<file path="config.mk">
export PLATFORM = sky130hd
export DESIGN_NAME = instr_fetch
export DESIGN_NICKNAME = d
export VERILOG_FILES = /design/src/rtl/instr_fetch.sv
export SDC_FILE = /design/constraint.sdc
export NUM_CORES = 1
export LEC_CHECK = 0
export ABC_AREA = 1
export CAP_MARGIN = 5
export CORE_MARGIN = 2
export CORE_UTILIZATION = 30
export CTS_CLUSTER_DIAMETER = 100
export CTS_CLUSTER_SIZE = 10
export DETAILED_ROUTE_END_ITERATION = 6
export HOLD_SLACK_MARGIN = 0.05
export PLACE_DENSITY_LB_ADDON = 0.05
export SETUP_SLACK_MARGIN = 0.5
export SKIP_CTS_REPAIR_TIMING = 1
export SYNTH_ARGS = -nofsm -noshare
export SYNTH_HDL_FRONTEND = slang
export SYNTH_SLANG_ARGS = --single-unit
</file>
<file path="constraint.sdc">
create_clock -name clk -period 1.9 [get_ports clk]
set_clock_uncertainty 0.2 [all_clocks]
set_input_delay 0.19 -clock clk [delete_from_list [all_inputs] [get_ports clk]]
set_output_delay 0.19 -clock clk [all_outputs]
set_load 0.1 [all_outputs]
</file>
<file path="src/rtl/instr_fetch.sv">
// rtl/instr_fetch.sv - instruction fetch stage: PC, imem req/ack reads, valid/ready instruction output.
// Optional MISALIGN_TRAP_EN: misaligned redirect raises sticky fetch_fault and halts fetching.
module instr_fetch #(
    parameter int              XLEN     = 64,
    parameter int              ILEN     = 32,
    parameter logic [XLEN-1:0] RESET_PC = '0
) (
    input  logic            clk,
    input  logic            reset,
    output logic            imem_req,
    output logic [XLEN-1:0] imem_addr,
    input  logic            imem_ack,
    input  logic [ILEN-1:0] imem_rdata,
    output logic [ILEN-1:0] instr,
    output logic [XLEN-1:0] instr_pc,
    output logic            instr_valid,
    input  logic            instr_ready,
    input  logic            redirect,
    input  logic [XLEN-1:0] redirect_pc
`ifdef MISALIGN_TRAP_EN
    ,
    output logic            fetch_fault
`endif
);

    typedef enum logic [2:0] {
        S_IDLE,
        S_REQ,
        S_HOLD,
        S_DROP
`ifdef MISALIGN_TRAP_EN
        ,
        S_FAULT
`endif
    } state_t;

    localparam logic [XLEN-1:0] ALIGN_MASK = ~XLEN'(3);

    state_t          state;
    logic [XLEN-1:0] pc;
    logic [XLEN-1:0] target_pc;

    assign target_pc = redirect_pc & ALIGN_MASK;

`ifdef MISALIGN_TRAP_EN
    logic misaligned;
    assign misaligned = redirect && (redirect_pc[1:0] != 2'b00);
`endif

    always_ff @(posedge clk) begin
        if (reset) begin
            state       <= S_IDLE;
            pc          <= RESET_PC;
            imem_req    <= 1'b0;
            imem_addr   <= RESET_PC;
            instr       <= '0;
            instr_pc    <= '0;
            instr_valid <= 1'b0;
`ifdef MISALIGN_TRAP_EN
            fetch_fault <= 1'b0;
`endif
        end else
`ifdef MISALIGN_TRAP_EN
        // A request already on the bus must complete; afterwards fetching stops for good.
        if (state == S_FAULT || misaligned) begin
            state       <= S_FAULT;
            fetch_fault <= 1'b1;
            instr_valid <= 1'b0;
            if (imem_ack)
                imem_req <= 1'b0;
        end else
`endif
        begin
            case (state)
                S_IDLE: begin
                    state    <= S_REQ;
                    imem_req <= 1'b1;
                    if (redirect) begin
                        pc        <= target_pc;
                        imem_addr <= target_pc;
                    end else begin
                        imem_addr <= pc;
                    end
                end
                S_REQ: begin
                    if (redirect) begin
                        pc <= target_pc;
                        // Ack data belongs to the stale stream; reissue at the target straight away.
                        if (imem_ack)
                            imem_addr <= target_pc;
                        else
                            state <= S_DROP;
                    end else if (imem_ack) begin
                        instr       <= imem_rdata;
                        instr_pc    <= imem_addr;
                        instr_valid <= 1'b1;
                        imem_req    <= 1'b0;
                        pc          <= pc + XLEN'(4);
                        state       <= S_HOLD;
                    end
                end
                S_HOLD: begin
                    if (redirect) begin
                        pc          <= target_pc;
                        instr_valid <= 1'b0;
                        imem_req    <= 1'b1;
                        imem_addr   <= target_pc;
                        state       <= S_REQ;
                    end else if (instr_valid && instr_ready) begin
                        instr_valid <= 1'b0;
                        imem_req    <= 1'b1;
                        imem_addr   <= pc;
                        state       <= S_REQ;
                    end
                end
                S_DROP: begin
                    if (redirect)
                        pc <= target_pc;
                    if (imem_ack) begin
                        imem_addr <= redirect ? target_pc : pc;
                        state     <= S_REQ;
                    end
                end
                default: state <= S_IDLE;
            endcase
        end
    end

endmodule
</file>
==> results of run 1 <==
## metal layers
metal | routed length [µm] | global-route usage
met5 | 12 | 0
met4 | 1177 | 0.07117
met3 | 3110 | 0.04311
met2 | 21580 | 0.3384
met1 | 22060 | 0.2931
## Yosys cell counts, types with 3 or more instances
library cell | instances | area (µm²)
nor2_1 | 446 | 1674
nand2_1 | 401 | 1505
o21ai_0 | 242 | 1211
dfxtp_1 | 228 | 4564
a21oi_1 | 194 | 970.9
inv_1 | 160 | 600.6
clkbuf_1 | 65 | 244.0
nand3_1 | 55 | 275.3
buf_2 | 36 | 180.2
a31oi_1 | 28 | 175.2
o21ai_1 | 23 | 115.1
nor2_2 | 10 | 62.56
nand4_1 | 9 | 56.30
inv_2 | 8 | 30.03
buf_1 | 6 | 22.52
nand2_2 | 6 | 37.54
o211ai_1 | 5 | 37.54
a21oi_2 | 4 | 35.03
nand2_4 | 4 | 45.04
nor2_8 | 4 | 80.08
nor3_1 | 4 | 20.02
o31ai_1 | 3 | 22.52
## power by group
| part | switching (W) | leakage (nW) | internal [W] |
|---|---|---|---|
| logic | 0.00381 | 6.15 | 0.00208 |
| clock network | 0.00200 | 0.342 | 0.00253 |
| registers | 0.000541 | 1.92 | 0.00526 |
| total | 0.00635 | 8.41 | 0.00988 |
## layout by cell type (no fill, tap or decap), types with 9 or more instances in the layout
master	instances
inv_1	156
dfxtp_4	13
nand3_1	46
o21ai_1	89
nor2_1	381
nor2_4	35
o21ai_0	157
a21oi_2	25
nand2_2	31
o21ai_2	15
nand2_1	357
clkbuf_16	34
buf_6	15
buf_4	182
nand4_1	9
dfxtp_2	83
nor2_2	40
buf_12	129
a31oi_1	26
dfxtp_1	132
dlygate4sd3_1	10
nand2_4	23
clkdlybuf4s50_1	97
a21oi_1	173
## sequential cells by signal (all words and copies together), names as in the netlist
signal / count
imem_addr: 64
imem_req: 1
instr: 32
instr_pc: 64
instr_valid: 1
pc: 64
state: 2
## stage by stage
stage               setup TNS, ns    util  total power [W]
detailed placement         -19.69  0.4383          0.01139
global route               -1.624  0.4893          0.01699
finish                          0  0.4893          0.01623
global placement           -16.32  0.4383          0.01135
CTS                       -0.6550  0.4558          0.01599
floorplan                       0       -         0.009252
## worst paths after layout
check,startpoint,to,slack (ns),depth (start not counted)
worst max-delay path,pc[2],pc[48],0.01,10
worst min-delay path,imem_rdata[11],instr[11],0.03,3
worst max register to register,pc[2],pc[48],0.01,10
worst min register to register,pc[1],pc[1],0.25,2
## kinds of logic (layout without fill, tap and decap cells)
| group | after synthesis | after routing | synth area share |
|---|---|---|---|
| other | 0 | 2 | 0 |
| AOI/OAI and AO/OA | 503 | 503 | 0.2153 |
| DFF | 228 | 228 | 0.3781 |
| and+or+nand+nor | 942 | 942 | 0.3127 |
| xor gates and xnor gates | 1 | 1 | 0.0007257 |
| adders and majority gates | 1 | 1 | 0.001036 |
| buffers and inverters | 279 | 643 | 0.09205 |
## layout make-up
| class | count | area (µm²) |
|---|---|---|
| Fill cell | 4021 | 20290 |
| Tap cell | 525 | 656.9 |
| Antenna cell | 2 | 5.005 |
| Inverter | 169 | 661.9 |
| Multi-Input combinational cell | 1447 | 7256 |
| Sequential cell | 228 | 4717 |
| Clock buffer | 30 | 696.9 |
| Timing Repair Buffer | 444 | 5449 |
## worst register-to-register path, delay by kind of cell (launching register included)
family / cells / cell delay, ns
adders and majority gates: 1 / 0.18
and+or+nand+nor: 6 / 0.73
buffers and inverters: 2 / 0.23
DFF: 1 / 0.37
AOI/OAI and AO/OA: 1 / 0.12
==> results.sh, run 1 <==
export IMPL_power_density_nw_per_um2=834.7
export IMPL_status="complete, no violations"
export IMPL_final_nets=2418
export IMPL_core_area_um2=39730
export IMPL_yosys_register_bits=228
export IMPL_setup_viol=0
export IMPL_yosysUniqueCellTypes=32
export IMPL_min_path_type="in2reg"
export IMPL_cap_violations=0
export IMPL_worstSkewPairLatency_ns=0.55
export IMPL_netlist_instances=1954
export IMPL_placed_cell_area_um2=17410
export IMPL_synth_edff_count=0
export IMPL_cts_tree="done"
export IMPL_grt_pass1_vias=13195
export IMPL_synth_warnings=0
export IMPL_syn_nets=2056
export IMPL_placed_cells=2777
export IMPL_overflow=0
export IMPL_critPathTopFamily="simple AND/OR/NAND/NOR gates"
export IMPL_crit_path_start_kind="flip-flop"
export IMPL_path_buf_inv=2
export IMPL_ios=263
export IMPL_rows=73
export IMPL_drt_iter0_drc=942
export IMPL_antenna_found_initial=4
export IMPL_worst_path_max_delay_cell="dfxtp_4"
export IMPL_peakVddDrop_v=0.0005925
export IMPL_vias_per_cell=4.822
export IMPL_drv_slew=0
export IMPL_syn_avg_cell_area_um2=6.177
export IMPL_post_route_min_period_ns=1.887
export IMPL_grt_pass1_wl_mm=71.98
export IMPL_rsz0062_at_grt="true"
export IMPL_cp_max_fo=5
export IMPL_clock_sinks=228
export IMPL_syn_area_um2=12070
export IMPL_cts_root_buf="clkbuf_16"
export IMPL_finalCritPeriodShare=0.9931
export IMPL_start_util=0.3038
export IMPL_dp_hpwl_mm=32.87
export IMPL_holdWs_ns=0.02562
export IMPL_post_drt_wl_per_cell_um=16.85
export IMPL_clockBufferDepth=3
export IMPL_fp_dieH_um=204.6
export IMPL_critPathArrivalTime_ns=2.17
export IMPL_tightest_slew_ns=0.4599
export IMPL_clk_pin_slew_ns=0.06
export IMPL_place_ws_ns=-0.2084
export IMPL_crit_chain="ha_4, inv_4, nor2_8, nand2_4, nor2_8, buf_4, nand4_1, nand3_1, nand2_1, a21oi_1"
export IMPL_vias=13718
export IMPL_end_kind="flip-flop"
export IMPL_leakagePower_nw=8.413
export IMPL_drive_gt1_frac=0.2886
export IMPL_maxSlewHeadroom=0.6902
export IMPL_setup_ws_ns=0.01311
export IMPL_grt_max_degree=77
export IMPL_ys_seq_area_frac=0.3781
export IMPL_wirelength_mm=47.95
export IMPL_async_flop_share=0
export IMPL_area_delta_synth_final_pct=61.08
export IMPL_worstSetupPathType="reg2reg"
export IMPL_hold_viol=0
export IMPL_post_route_drc_count=0
export IMPL_cts_buffers_inserted=26
export IMPL_gp_congestion=0.8974
export IMPL_die_area_um2=41860
export IMPL_drtPass1Iterations=6
export IMPL_fmax_mhz=530.0
export IMPL_htreeDepth=1
export IMPL_slowest_delay_ns=0.37
export IMPL_grt_use_total=0.2151
export IMPL_io_buffers=260
export IMPL_ys_flop_type="dfxtp_1"
export IMPL_layoutNonFillerInstCount=2845
export IMPL_cpMostUsedCell="nor2_8"
export IMPL_cp_required_ns=2.18
export IMPL_design_area_um2=19440
export IMPL_die_w_um=204.6
export IMPL_ant_nets=0
Power figures use the tool's default switching activity.
==> run 2, diff against run 1 <==
--- a/config.mk
+++ b/config.mk
@@ -7,12 +7,13 @@
 export LEC_CHECK = 0
 export ABC_AREA = 1
 export CAP_MARGIN = 5
-export CORE_MARGIN = 2
-export CORE_UTILIZATION = 30
+export CORE_MARGIN = 3
+export CORE_UTILIZATION = 47
 export CTS_CLUSTER_DIAMETER = 100
 export CTS_CLUSTER_SIZE = 10
 export DETAILED_ROUTE_END_ITERATION = 6
 export HOLD_SLACK_MARGIN = 0.05
+export MAX_ROUTING_LAYER = met4
 export PLACE_DENSITY_LB_ADDON = 0.05
 export SETUP_SLACK_MARGIN = 0.5
 export SKIP_CTS_REPAIR_TIMING = 1
==> run 2 against run 1 <==
  * The flow now finishes with violations (negative setup slack)
  * Power up 0.57%
  * Combinational power up 2%
  * Critical path depth up 1
  * Via count up 6.3%
  * Utilization up 27 points
  * Register-to-register slack worse by 0.02 ns
  * Sequential share of layout area up 0.45 points
  * Setup slack worse by 0.023 ns
  * Critical path type unchanged
  * Highest routed layer is now met4
==> results.sh, run 2 (synthesis results as in run 1) <==
export IMPL_status="complete, but fails checks"
export IMPL_failed_checks="negative setup slack"
export IMPL_final_cell_mix="385 x nor2_1, 362 x nand2_1, 186 x buf_4, 170 x a21oi_1, 154 x inv_1"
export IMPL_overflow=0
export IMPL_place_ws_ns=-0.1299
export IMPL_min_path_type="in2reg"
export IMPL_reg_largest_list="imem_addr x64, instr_pc x64, pc x64"
export IMPL_rows=58
export IMPL_min_delay_path_depth=3
export IMPL_crit_path_start_kind="flip-flop"
export IMPL_drive_gt1_frac=0.3051
export IMPL_die_w_um=166.3
export IMPL_vias=14585
export IMPL_fp_dieH_um=166.3
export IMPL_io_buffers=260
export IMPL_cp_max_fo=6
export IMPL_area_delta_synth_final_pct=57.95
export IMPL_post_route_min_period_ns=1.910
export IMPL_finalCritPeriodShare=1.005
export IMPL_ant_nets=0
export IMPL_end_kind="flip-flop"
export IMPL_cts_root_buf="clkbuf_16"
export IMPL_peakVddDrop_v=0.0008845
export IMPL_worstSetupPathType="reg2reg"
export IMPL_placed_cells=2540
export IMPL_htreeDepth=1
export IMPL_dp_hpwl_mm=29.22
export IMPL_rsz0062_at_grt="true"
export IMPL_power_switching_w=0.006447
export IMPL_critPathArrivalTime_ns=2.12
export IMPL_worstSkewPairLatency_ns=0.54
export IMPL_cap_violations=0
export IMPL_seq_power_share=0.356
export IMPL_clock_sinks=228
export IMPL_cts_buffers_inserted=26
export IMPL_setup_ws_ns=-0.009718
export IMPL_leakagePower_nw=8.276
export IMPL_r2r_cells=11
export IMPL_wirelength_mm=48.25
export IMPL_hold_viol=0
export IMPL_post_route_drc_count=0
export IMPL_clkPwrFrac=0.276
export IMPL_gp_congestion=0.9513
export IMPL_tns_ns=-0.01650
export IMPL_fmax_mhz=523.6
export IMPL_drt_iter0_drc=1519
export IMPL_antenna_found_initial=2
export IMPL_vias_per_cell=5.541
export IMPL_setup_viol=3
export IMPL_core_area_um2=25180
export IMPL_layoutNonFillerInstCount=2632
export IMPL_grt_max_degree=76
export IMPL_maxSlewHeadroom=0.7129
export IMPL_die_area_um2=27640
export IMPL_grt_use_total=0.2857
export IMPL_ios=263
export IMPL_power_density_nw_per_um2=856.1
export IMPL_pwr_share_comb=0.368
export IMPL_drv_slew=0
export IMPL_grt_pass1_wl_mm=64.81
export IMPL_cp_required_ns=2.11
export IMPL_layout_commonest_cell="nor2_1"
export IMPL_cts_tree="done"
export IMPL_switching_share=0.3950
export IMPL_holdWs_ns=0.04666
export IMPL_clockBufferDepth=3
export IMPL_finalCoreUtilization=0.7571
export IMPL_start_util=0.4793
export IMPL_post_drt_wl_per_cell_um=18.33
export IMPL_p_int_w=0.009874
export IMPL_drtPass1Iterations=6
export IMPL_final_nets=2401
export IMPL_grt_pass1_vias=12841
export IMPL_clk_pin_slew_ns=0.06
export IMPL_tightest_slew_ns=0.4271
[run 2: cell count changes in the layout (fill, tap and decap cells not counted), sizes merged]
cell	before	now
buf	330	310
clkbuf	37	48
dlygate4sd3	10	2
clkinv	1	0
diode	2	1
inv	168	169
[run 2: path summary, 6_finish.rpt]
check / slack, ns / to / startpoint
setup / recovery: -0.01 / imem_addr[48] / state[0]
hold / removal: 0.05 / instr[7] / imem_rdata[7]
setup reg to reg: -0.01 / imem_addr[48] / state[0]
hold reg to reg: 0.24 / pc[1] / pc[1]
[run 2: cell type report]
cell class | count | area, µm²
well taps | 330 | 412.9
clock buffers | 30 | 696.9
diodes | 1 | 2.502
multi-input cells | 1447 | 7391
inverters | 169 | 678.2
flip-flops and latches | 228 | 4712
repair buffers | 427 | 5171
fillers | 1925 | 6117
[run 2: routing by layer]
layer | vias up | part of all wire | global-route usage
met5 | - | 0 | -
met4 | 0 | 0.032 | 0.07855
met3 | 110 | 0.087 | 0.04808
met2 | 682 | 0.47 | 0.4580
met1 | 6811 | 0.41 | 0.3764
li1 | 6982 | - | -
[run 2: metrics by stage]
step | instance area (µm²) | power [W]
final | 19060 | 0.01632
after global routing | 19060 | 0.01685
after CTS | 17130 | 0.01558
after detailed placement | 16430 | 0.01112
after global placement | 16430 | 0.01106
after floorplan | 12480 | 0.009252
[run 2: critical path: stages, from the launching register on]
cell       delay, ns
dfxtp_2         0.33
inv_2           0.05
nor2_4          0.22
inv_4           0.06
nor2_4          0.11
inv_2           0.05
nand4_1         0.15
inv_4           0.13
buf_8           0.17
clkbuf_16       0.16
o21ai_4         0.12
a21oi_2         0.04
[run 2: power groups by stage]
stage | logic [W] | registers [W] | clock network [W]
after detailed placement | 0.00531 | 0.00581 | 0
after floorplan | 0.00144 | 0.00781 | 0
after global routing | 0.00628 | 0.00587 | 0.00470
final | 0.00600 | 0.00582 | 0.00450
after CTS | 0.00533 | 0.00572 | 0.00453
after global placement | 0.00525 | 0.00581 | 0
